<file path="config.mk">
export PLATFORM = sky130hd
export DESIGN_NAME = elec_angle_reducer_flat
export DESIGN_NICKNAME = d
export VERILOG_FILES = /design/src/rtl/elec_angle_reducer_if.sv /design/src/rtl/elec_angle_reducer.sv /design/src/flat_wrapper.sv
export SDC_FILE = /design/constraint.sdc
export NUM_CORES = 1
export LEC_CHECK = 0
export ABC_AREA = 1
export BUFFER_PORTS_ARGS = -buffer_cell sky130_fd_sc_hd__buf_4
export CORE_MARGIN = 2
export CORE_UTILIZATION = 45
export DETAILED_ROUTE_END_ITERATION = 8
export PLACE_DENSITY = 0.69
export SLEW_MARGIN = 20
export SYNTH_ARGS = -nofsm -noshare
export SYNTH_HDL_FRONTEND = slang
export SYNTH_SLANG_ARGS = --single-unit
</file>
<file path="constraint.sdc">
create_clock -name clk -period 4.21 [get_ports clk]
set_input_delay 1.0525 -clock clk [delete_from_list [all_inputs] [get_ports clk]]
set_output_delay 1.0525 -clock clk [all_outputs]
set_load 0.1 [all_outputs]
</file>
<file path="src/rtl/elec_angle_reducer_if.sv">
// Stream bundle for the electrical-angle reducer: position in, reduced angle/sector out.
// Handshake: a word moves on a rising edge where valid and ready are both high; the
// producer holds valid and its data steady until that edge, and ready may depend on nothing upstream.
interface elec_angle_reducer_if #(
  parameter int WIDTH = 13
);
  logic [WIDTH-1:0] pos_in;
  logic             in_valid;
  logic             in_ready;
  logic [10:0]      elec_angle;
  logic [2:0]       pole_index;
  logic [2:0]       sector;
  logic [7:0]       sector_offset;
  logic             out_valid;
  logic             out_ready;

  modport master (
    output pos_in, in_valid, out_ready,
    input  in_ready, elec_angle, pole_index, sector, sector_offset, out_valid
  );

  modport slave (
    input  pos_in, in_valid, out_ready,
    output in_ready, elec_angle, pole_index, sector, sector_offset, out_valid
  );
endinterface

</file>
<file path="src/rtl/elec_angle_reducer.sv">
// Reduces a raw 13-bit position modulo one electrical cycle, then splits the angle into
// a six-step sector and offset using one restoring compare-subtract per clock.
module elec_angle_reducer #(
  parameter int WIDTH        = 13,
  parameter int CYCLE_TICKS  = 1170,
  parameter int SECTOR_TICKS = 195
) (
  input  logic                    clk,
  input  logic                    reset,
  elec_angle_reducer_if.slave     bus,
  output logic [2:0]              dbg_state
);

  typedef enum logic [2:0] {
    IDLE = 3'd0,
    R2   = 3'd1,
    R1   = 3'd2,
    R0   = 3'd3,
    S2   = 3'd4,
    S1   = 3'd5,
    S0   = 3'd6,
    DONE = 3'd7
  } state_t;

  // Divisor multiples sized to the full datapath width so 4680 is never truncated.
  localparam logic [WIDTH-1:0] K_R2 = WIDTH'(4 * CYCLE_TICKS);
  localparam logic [WIDTH-1:0] K_R1 = WIDTH'(2 * CYCLE_TICKS);
  localparam logic [WIDTH-1:0] K_R0 = WIDTH'(CYCLE_TICKS);
  localparam logic [WIDTH-1:0] K_S2 = WIDTH'(4 * SECTOR_TICKS);
  localparam logic [WIDTH-1:0] K_S1 = WIDTH'(2 * SECTOR_TICKS);
  localparam logic [WIDTH-1:0] K_S0 = WIDTH'(SECTOR_TICKS);

  state_t           state_q, state_d;
  logic [WIDTH-1:0] r_q, r_d;
  logic [10:0]      angle_q, angle_d;
  logic [2:0]       pole_q, pole_d;
  logic [2:0]       sector_q, sector_d;
  logic [7:0]       offset_q, offset_d;
  logic             out_valid_q, out_valid_d;
  logic             in_ready_q, in_ready_d;

  logic [WIDTH-1:0] step_k;
  logic             step_ge;
  logic [WIDTH-1:0] step_r;

  // One shared restoring step; only the divisor changes with the state.
  always_comb begin
    step_k = '0;
    case (state_q)
      R2:      step_k = K_R2;
      R1:      step_k = K_R1;
      R0:      step_k = K_R0;
      S2:      step_k = K_S2;
      S1:      step_k = K_S1;
      S0:      step_k = K_S0;
      default: step_k = '0;
    endcase
    step_ge = (r_q >= step_k);
    step_r  = step_ge ? (r_q - step_k) : r_q;
  end

  always_comb begin
    state_d     = state_q;
    r_d         = r_q;
    angle_d     = angle_q;
    pole_d      = pole_q;
    sector_d    = sector_q;
    offset_d    = offset_q;
    out_valid_d = out_valid_q;
    case (state_q)
      IDLE: begin
        if (bus.in_valid) begin
          r_d      = bus.pos_in;
          pole_d   = '0;
          sector_d = '0;
          state_d  = R2;
        end
      end
      R2: begin
        r_d       = step_r;
        pole_d[2] = step_ge;
        state_d   = R1;
      end
      R1: begin
        r_d       = step_r;
        pole_d[1] = step_ge;
        state_d   = R0;
      end
      R0: begin
        r_d       = step_r;
        pole_d[0] = step_ge;
        angle_d   = step_r[10:0];
        state_d   = S2;
      end
      S2: begin
        r_d         = step_r;
        sector_d[2] = step_ge;
        state_d     = S1;
      end
      S1: begin
        r_d         = step_r;
        sector_d[1] = step_ge;
        state_d     = S0;
      end
      S0: begin
        r_d         = step_r;
        sector_d[0] = step_ge;
        offset_d    = step_r[7:0];
        out_valid_d = 1'b1;
        state_d     = DONE;
      end
      DONE: begin
        if (bus.out_ready) begin
          out_valid_d = 1'b0;
          state_d     = IDLE;
        end
      end
      default: state_d = IDLE;
    endcase
    in_ready_d = (state_d == IDLE);
  end

  always_ff @(posedge clk or posedge reset) begin
    if (reset) begin
      state_q     <= IDLE;
      r_q         <= '0;
      angle_q     <= '0;
      pole_q      <= '0;
      sector_q    <= '0;
      offset_q    <= '0;
      out_valid_q <= 1'b0;
      in_ready_q  <= 1'b1;
    end else begin
      state_q     <= state_d;
      r_q         <= r_d;
      angle_q     <= angle_d;
      pole_q      <= pole_d;
      sector_q    <= sector_d;
      offset_q    <= offset_d;
      out_valid_q <= out_valid_d;
      in_ready_q  <= in_ready_d;
    end
  end

  assign bus.in_ready      = in_ready_q;
  assign bus.elec_angle    = angle_q;
  assign bus.pole_index    = pole_q;
  assign bus.sector        = sector_q;
  assign bus.sector_offset = offset_q;
  assign bus.out_valid     = out_valid_q;
  assign dbg_state         = state_q;

endmodule

</file>
<file path="src/flat_wrapper.sv">
// flat-port wrapper written by rule: the top's interface ports become plain ports
module elec_angle_reducer_flat 
#(
  parameter int WIDTH        = 13,
  parameter int CYCLE_TICKS  = 1170,
  parameter int SECTOR_TICKS = 195
)
  (clk, reset, dbg_state, bus_pos_in, bus_in_valid, bus_out_ready, bus_in_ready, bus_elec_angle, bus_pole_index, bus_sector, bus_sector_offset, bus_out_valid);
  elec_angle_reducer_if #(.WIDTH(WIDTH)) bus_i ();
  input  logic clk;
  input  logic reset;
  output logic [2:0] dbg_state;
  input wire logic [$bits(bus_i.pos_in)-1:0] bus_pos_in;
  input wire logic [$bits(bus_i.in_valid)-1:0] bus_in_valid;
  input wire logic [$bits(bus_i.out_ready)-1:0] bus_out_ready;
  output wire logic [$bits(bus_i.in_ready)-1:0] bus_in_ready;
  output wire logic [$bits(bus_i.elec_angle)-1:0] bus_elec_angle;
  output wire logic [$bits(bus_i.pole_index)-1:0] bus_pole_index;
  output wire logic [$bits(bus_i.sector)-1:0] bus_sector;
  output wire logic [$bits(bus_i.sector_offset)-1:0] bus_sector_offset;
  output wire logic [$bits(bus_i.out_valid)-1:0] bus_out_valid;
  assign bus_i.pos_in = bus_pos_in;
  assign bus_i.in_valid = bus_in_valid;
  assign bus_i.out_ready = bus_out_ready;
  assign bus_in_ready = bus_i.in_ready;
  assign bus_elec_angle = bus_i.elec_angle;
  assign bus_pole_index = bus_i.pole_index;
  assign bus_sector = bus_i.sector;
  assign bus_sector_offset = bus_i.sector_offset;
  assign bus_out_valid = bus_i.out_valid;
  elec_angle_reducer #(.WIDTH(WIDTH), .CYCLE_TICKS(CYCLE_TICKS), .SECTOR_TICKS(SECTOR_TICKS)) u_core (.clk(clk), .reset(reset), .bus(bus_i), .dbg_state(dbg_state));
endmodule
</file>
Word-level counts from Yosys, hierarchy flattened:

Cells that the tools add are included.

* register bits: 43
* input port bits: 17
* output and inout bits: 30
* logic and storage cells: 61

* add/subtract/negate cells: 1
* $lt $le $gt $ge: 1
* equality and inequality tests: 10
* mux-type cells: 16
* reductions and logical operators: 20

Operators by type and width (number)
* 13-bit case mux with 6 select lines: 1
* 13-bit 2-to-1 mux: 2
* 13-bit case mux with 2 select lines: 1
* 3-bit case mux with 8 select lines: 1
* 2-bit AND reduction: 8
* 2-bit nonzero test: 8
* 1-bit case mux with 2 select lines: 7
* 13-bit greater-or-equal comparator: 1
* 13-bit subtractor: 1
* 3-bit equality test (second input constant): 4
* 3-bit 2-to-1 mux: 3
* 3-bit by 2-bit equality test with 1-bit output (second input constant): 2
* 3-bit zero test: 2
* 6-bit OR reduction: 1
* 2-bit inequality test (second input constant): 2
* 3-bit by 1-bit equality test with 1-bit output (second input constant): 1
* 3-bit AND reduction: 1
* 2-bit by 1-bit inequality test with 1-bit output (second input constant): 1
* 1-bit 2-to-1 mux: 1

Longest topological paths before layout:

Gate-level depths: netlist of run 1.

* depth after elaboration: 5
* mapped depth: 20
* gate-level depth less buffers: 19

Worst setup path after synthesis of run 1:

OpenSTA, ideal clock, no wires.

* path type: register to register
* from: reg u_core.state_q[2], in the netlist u_core.dbg_state[2]
* to: reg u_core.angle_q[7], in the netlist u_core.bus.elec_angle[7]
* library setup time: 0.120 ns
* arrival: 3.444 ns
* data required time: 4.090 ns
* setup slack: 0.646 ns
* cell stages (with the launch flop): 17
* period minus slack after synthesis: 3.564 ns
* path through: dfrtp_1 > inv_1 > nor2_1 > inv_1 > clkbuf_1 > nand3_1 > inv_1 > ha_1 > nand2_1 > inv_1 > nand2_1 > nand2_1 > a21oi_4 > nand3_4 > or2_2 > nand3_1 > nand2_1

* word-level cells in the longest chain between the ends: 4

RTL lines
* start, declared: line elec_angle_reducer.sv:33 `state_t state_q, state_d;`
* start signal, assigned: line elec_angle_reducer.sv:134 `state_q <= state_d;`
* 3-bit equality test, or another cell as far along: line elec_angle_reducer.sv:49 `case (state_q)`
* 13-bit case mux with 6 select lines: line elec_angle_reducer.sv:49
* 13-bit subtractor or 13-bit greater-or-equal comparator (tied branches): line elec_angle_reducer.sv:59, elec_angle_reducer.sv:58
* 13-bit 2-to-1 mux: line elec_angle_reducer.sv:59 `step_r = step_ge ? (r_q - step_k) : r_q;`
* end signal, assigned: line elec_angle_reducer.sv:136 `angle_q <= angle_d;`
* end, declared: line elec_angle_reducer.sv:35 `logic [10:0] angle_q, angle_d;`

Several ways; a longest one is shown, not always the timed one. The select of a mux whose other input is x is not followed.
A chain may end at the register's enable or synchronous reset.

Final worst setup path of run 1:

* from: reg u_core.state_q[2], in the netlist u_core.dbg_state[2]
* to: reg u_core.angle_q[6], in the netlist u_core.bus.elec_angle[6]

The elaborated chain is that of the path after synthesis.

==> results by group, run 1 <==
Status
  • Outcome: finished clean

Critical path
  • CP required: 4.45 ns
  • Worst Setup End Kind: flop
  • Setup Crit Path Kind: reg2reg
  • Delay of the slowest critical-path stage: 0.45 ns
  • Cell family with most CP delay: buffers and inverters
  • Crit path arrival time: 3.65 ns
  • Startpoint Class: flop
  • Worst path bufs/invs: 6
  • Crit-path slowest cell: dfrtp_1
  • Critical path, cell by cell: inv_1 -> nor2_1 -> buf_4 -> inv_1 -> nand3_1 -> inv_1 -> ha_1 -> nand2_1 -> inv_1 -> nand2_1 -> nand2_1 -> a21oi_4 -> nand3_4 -> inv_1 -> nand2_1 -> nand2_1 -> nand2_1 -> nand2_1
  • Cell mode on critical path: nand2_1
  • CP max FO: 23

Logic synthesis
  • Post-Syn Instances: 406
  • Syn. warnings: 0
  • Synth area leader: dfrtp_1
  • Library cells used by synthesis: 36
  • Synthesized area: 2860 um^2
  • Mapped Nets: 438
  • Synth Register Bits: 43
  • Post-Syn Area per Cell: 7.04 um^2
  • Share of the synthesized area in the top cell type: 36.7%
  • Top post-synthesis cells by area: dfrtp_1 (37%), nand2_1 (19%), inv_1 (7.2%)
  • Sequential-to-total area share from yosys stat: 37.7%

Floorplan
  • Die W: 83.7 um
  • Num rows: 29
  • Total core area: 6240 um^2
  • Io pins: 47
  • Vert. Die Dim: 83.7 um
  • Die area: 7010 um^2
  • Initial Util: 45.8%

Timing
  • Final Max Slew Viols: 0
  • RSZ-0062 raised after global routing: no
  • Setup TNS: 0 ns
  • Fin crit share: 81.0%
  • Max Clk Rate: 293 MHz
  • Relative slew slack: 63.0%
  • Clock Skew: 0.00833 ns
  • Final setup fails: 0
  • Slew of the pin with the lowest slew margin: 0.555 ns
  • Final Hold Vio Count: 0
  • Fin crit period: 3.41 ns

Worst hold path
  • Hold crit path type: reg2reg

Cells and area
  • Share of cells above drive strength 1: 15.5%
  • Most common cell after layout, fill and taps aside: nand2_1
  • Post-route cell area: 3400 um^2
  • Most frequent cells in the layout: nand2_1 (144), inv_1 (55), buf_4 (49)
  • N_diodes: 0
  • Layout Nets: 488
  • Area Growth Syn to Fin: 18.7%

Clock tree
  • CTS sink cnt: 43
  • CTS Root Cell: clkbuf_8
  • TritonCTS buffer count: 5
  • CTS tree: built
  • Post-CTS Setup Bufs: 0
  • CTS hold repair buffers: 0
  • CTS resizes: 0
  • Clock buffer depth: 2
  • CTS H-tree lvls: 2
  • Clock-pin slew on the worst setup and hold paths: 0.09 ns
  • Worst skew pair latency: 0.30 ns

Place
  • I/O Buffers: 46
  • DP Area: 3280 um^2
  • Dpl hpwl: 6150 um
  • Routability cong.: 0.939

Route
  • Vias: 2727
  • Routed Antenna Nets: 0
  • Routed vias/inst: 5.11
  • Drt pass-1 iters: 4
  • Drt drc: 0
  • First DRT Iteration DRCs: 170
  • Detailed-route wire length per cell: 14.4 um
  • Total Routed Length: 7680 um

GRT
  • Pin count of the biggest net entering global routing: 44
  • First-pass GRT wire length: 12600 um
  • GRT Util Overall: 22.6%
  • Initial antenna violation count: 0
  • Number of global-route vias before repair: 2575
  • Grt total ovfl: 0

Run
  • Maxcap violations: 0
## tightest hold or removal path, stage by stage (launching register included)
cell	delay, ns
dfrtp_1	0.35
nand2_1	0.06
nand2_1	0.06
## per-stage QoR
step                utilization (%)  hold WS (ns)  setup slack (ns)  std cells
finish                         54.4         0.488             0.798        534
detailed placement             52.6         0.467             0.819        526
CTS                            54.4         0.489             0.805        534
floorplan                         -         0.477             0.646        406
global placement               52.6         0.466             0.964        526
global route                   54.4         0.510             0.459        534
## cells by family (layout without fill, tap and decap cells)
group           Yosys count  in the layout  synth area share [%]
fa+ha+maj                15             15                  6.82
xor+xnor                  7              7                  2.14
simple gates            233            233                  35.5
buf+inv                  64            115                  9.06
flops                    43             43                  37.7
compound gates           44             44                  8.84
## routing by layer
metal	part of all wire (%)	wire length, um	GRT usage [%]
met5	0	0	0
met4	1.3	96	6.16
met3	4.6	353	2.57
met2	48	3710	38.3
met1	46	3510	30.8
## sequential cells by signal (all words and copies together) (netlist names)
register,flops
u_core.bus.in_ready,1
u_core.r_q,13
u_core.bus.elec_angle,11
u_core.bus.pole_index,3
u_core.bus.sector,3
u_core.dbg_state,3
u_core.bus.out_valid,1
u_core.bus.sector_offset,8
## cells in the mapped netlist
master    count
o21bai_1      1
nand4_4       1
buf_6         2
nand3b_1      2
clkinv_1      1
o22ai_1       2
nand3_1      30
nor2_4        1
clkbuf_1      2
dfstp_2       1
a21oi_1       6
a31oi_1       3
nand3_4       1
xor2_1        3
inv_2         2
o21ai_1       9
buf_1         1
nor3_1        1
nand2_4       1
fa_1          1
nand2_2       2
o21a_1        1
o21ai_0      17
inv_1        55
a22oi_1       4
a21oi_4       1
ha_1         14
or2_2         1
and2_4        1
nand2_1     144
xnor2_1       4
nor2_2        2
nand4_1      12
nor2_1       34
dfrtp_1      42
buf_4         1
## worst paths after layout
check	startpoint	to	slack, ns	depth (start not counted)
hold / removal	u_core.bus.elec_angle[10]	u_core.bus.elec_angle[10]	0.49	2
max in group asynchronous	reset	u_core.bus.pole_index[0]	2.93	3
setup / recovery	u_core.dbg_state[2]	u_core.bus.elec_angle[6]	0.80	18
setup reg to reg	u_core.dbg_state[2]	u_core.bus.elec_angle[6]	0.80	18
hold reg to reg	u_core.bus.elec_angle[10]	u_core.bus.elec_angle[10]	0.49	2
min in group asynchronous	reset	u_core.bus.elec_angle[0]	0.89	3
## area by class of cell
class | instances | area [um^2]
Tap cell | 77 | 96.3
Timing Repair Buffer | 49 | 368
Inverter | 58 | 218
Clock inverter | 3 | 43.8
Multi-Input combinational cell | 299 | 1520
Fill cell | 634 | 2850
Clock buffer | 5 | 68.8
Sequential cell | 43 | 1080
Power of run 1 is not shown: default switching activity piles up to over one toggle a cycle in this logic, so the estimate is an artifact.
==> run 2, diff against run 1 <==
- clock period: 4.21 -> 3.6 ns (I/O delays scaled with it)
==> run 2 against run 1 <==
  * Cell count grew 0.37%
  * Wire length decreased by 2.2%
  * Fmax is 14% higher
  * Highest routed layer unchanged
==> results by group, run 2 (synthesized netlist as in run 1, its figures left out) <==
Critical path
  • CP required: 3.84 ns
  • Startpoint Class: flop
  • Worst Setup End Kind: flop
  • Reg-to-reg endpoint: u_core.r_q[6]
  • Crit path arrival time: 3.23 ns
  • Setup Crit Path Kind: reg2reg
  • Reg2reg setup slack: 0.61 ns
  • CP max FO: 23
  • R2R Path Start: u_core.dbg_state[2]
  • Register-to-Register Path Depth: 18
  • Critical path origin: u_core.dbg_state[2]
  • Crit path capture: u_core.r_q[6]

Floorplan
  • Num rows: 29
  • Initial Util: 45.8%
  • Die area: 7010 um^2
  • Die W: 83.7 um
  • Io pins: 47
  • Total core area: 6240 um^2
  • Vert. Die Dim: 83.7 um

Timing
  • Final Max Slew Viols: 0
  • Clock Skew: 0.00657 ns
  • Setup TNS: 0 ns
  • Fin crit period: 2.99 ns
  • Final Hold Vio Count: 0
  • RSZ-0062 raised after global routing: no
  • Relative slew slack: 62.8%
  • Final setup fails: 0
  • Fin crit share: 83.1%
  • Slew of the pin with the lowest slew margin: 0.558 ns
  • Max Clk Rate: 334 MHz
  • Min Hold Slack: 0.492 ns

Clock tree
  • CTS hold repair buffers: 0
  • CTS resizes: 0
  • CTS Root Cell: clkbuf_8
  • Clock buffer depth: 2
  • TritonCTS buffer count: 5
  • CTS sink cnt: 43
  • Worst skew pair latency: 0.30 ns
  • CTS tree: built
  • Clock-pin slew on the worst setup and hold paths: 0.09 ns
  • Post-CTS Setup Bufs: 0
  • CTS H-tree lvls: 2

Route
  • Routed vias/inst: 5.11
  • Drt pass-1 iters: 5
  • Vias: 2738
  • Routed Antenna Nets: 0
  • Detailed-route wire length per cell: 14.0 um
  • Total Routed Length: 7510 um
  • First DRT Iteration DRCs: 260
  • Drt drc: 0

GRT
  • Grt total ovfl: 0
  • Initial antenna violation count: 0
  • Number of global-route vias before repair: 2625
  • GRT Util Overall: 22.6%
  • First-pass GRT wire length: 12800 um
  • Pin count of the biggest net entering global routing: 44

Cells and area
  • Number of fill cells: 640
  • Reg area: 1080 um^2
  • N_diodes: 0
  • Max reg flops: 13
  • Most common cell after layout, fill and taps aside: nand2_1
  • Reg with most FFs: u_core.r_q
  • Most frequent cells in the layout: nand2_1 (144), inv_1 (55), buf_4 (51)
  • Footprint of the multi-input gates: 1520 um^2
  • Area Growth Syn to Fin: 19.9%
  • Layout Nets: 490
  • Share of cells above drive strength 1: 15.7%

Worst hold path
  • Hold crit path type: reg2reg
  • Hold_sp: u_core.bus.elec_angle[5]

Run
  • Maxcap violations: 0

Place
  • I/O Buffers: 46
  • Dpl hpwl: 5970 um
  • Routability cong.: 0.892

Status
  • Outcome: finished clean
==> run 2: worst min-delay path by stage <==
stage | end | slack, ns | cells after the start
floorplan | u_core.r_q[9] | 0.48 | 2
global placement | u_core.bus.elec_angle[1] | 0.47 | 2
detailed placement | u_core.bus.sector_offset[5] | 0.47 | 2
CTS | u_core.bus.sector_offset[5] | 0.50 | 2
global route | u_core.bus.sector_offset[1] | 0.52 | 2
finish | u_core.bus.elec_angle[5] | 0.49 | 2
==> run 2: per-layer routing <==
layer | track usage [%] | wire (um) | up-vias | share of wire [%]
met5 | 0 | 0 | - | 0
met4 | 7.77 | 193 | 0 | 2.6
met3 | 3.07 | 416 | 16 | 5.5
met2 | 35.6 | 3400 | 81 | 45
met1 | 32.1 | 3500 | 1236 | 47
li1 | - | - | 1405 | -
==> run 2: stage by stage <==
step                utilization [%]  worst slack [ns]  cell area (um^2)  std cells
CTS                            55.0             0.611              3430        536
finish                         55.0             0.608              3430        536
detailed placement             52.8             0.633              3300        528
global route                   55.0             0.215              3430        536
global placement               52.8             0.750              3300        528
floorplan                         -            0.0360              2860        406
==> run 2: worst max-delay path: stages (launching register included) <==
cell     delay, ns
dfrtp_1       0.43
inv_1         0.14
nor2_1        0.16
inv_1         0.05
buf_4         0.18
nand3_1       0.13
inv_1         0.08
ha_1          0.35
nand2_1       0.11
inv_1         0.05
nand2_1       0.06
nand2_1       0.09
a21oi_4       0.25
nand3_4       0.27
inv_1         0.27
nand2_1       0.08
nand2_1       0.11
nand2_1       0.06
nand2_1       0.07
==> run 2: final cells by class <==
class                      instances  share of cell area (%)
clock inverter                     2                    1.75
timing repair buffer              51                    11.2
clock buffer                       6                    2.12
inverter                          58                    6.35
sequential                        43                    31.4
multi-input combinational        299                    44.4
tap                               77                    2.81
Power of run 2 is left out for the same reason.
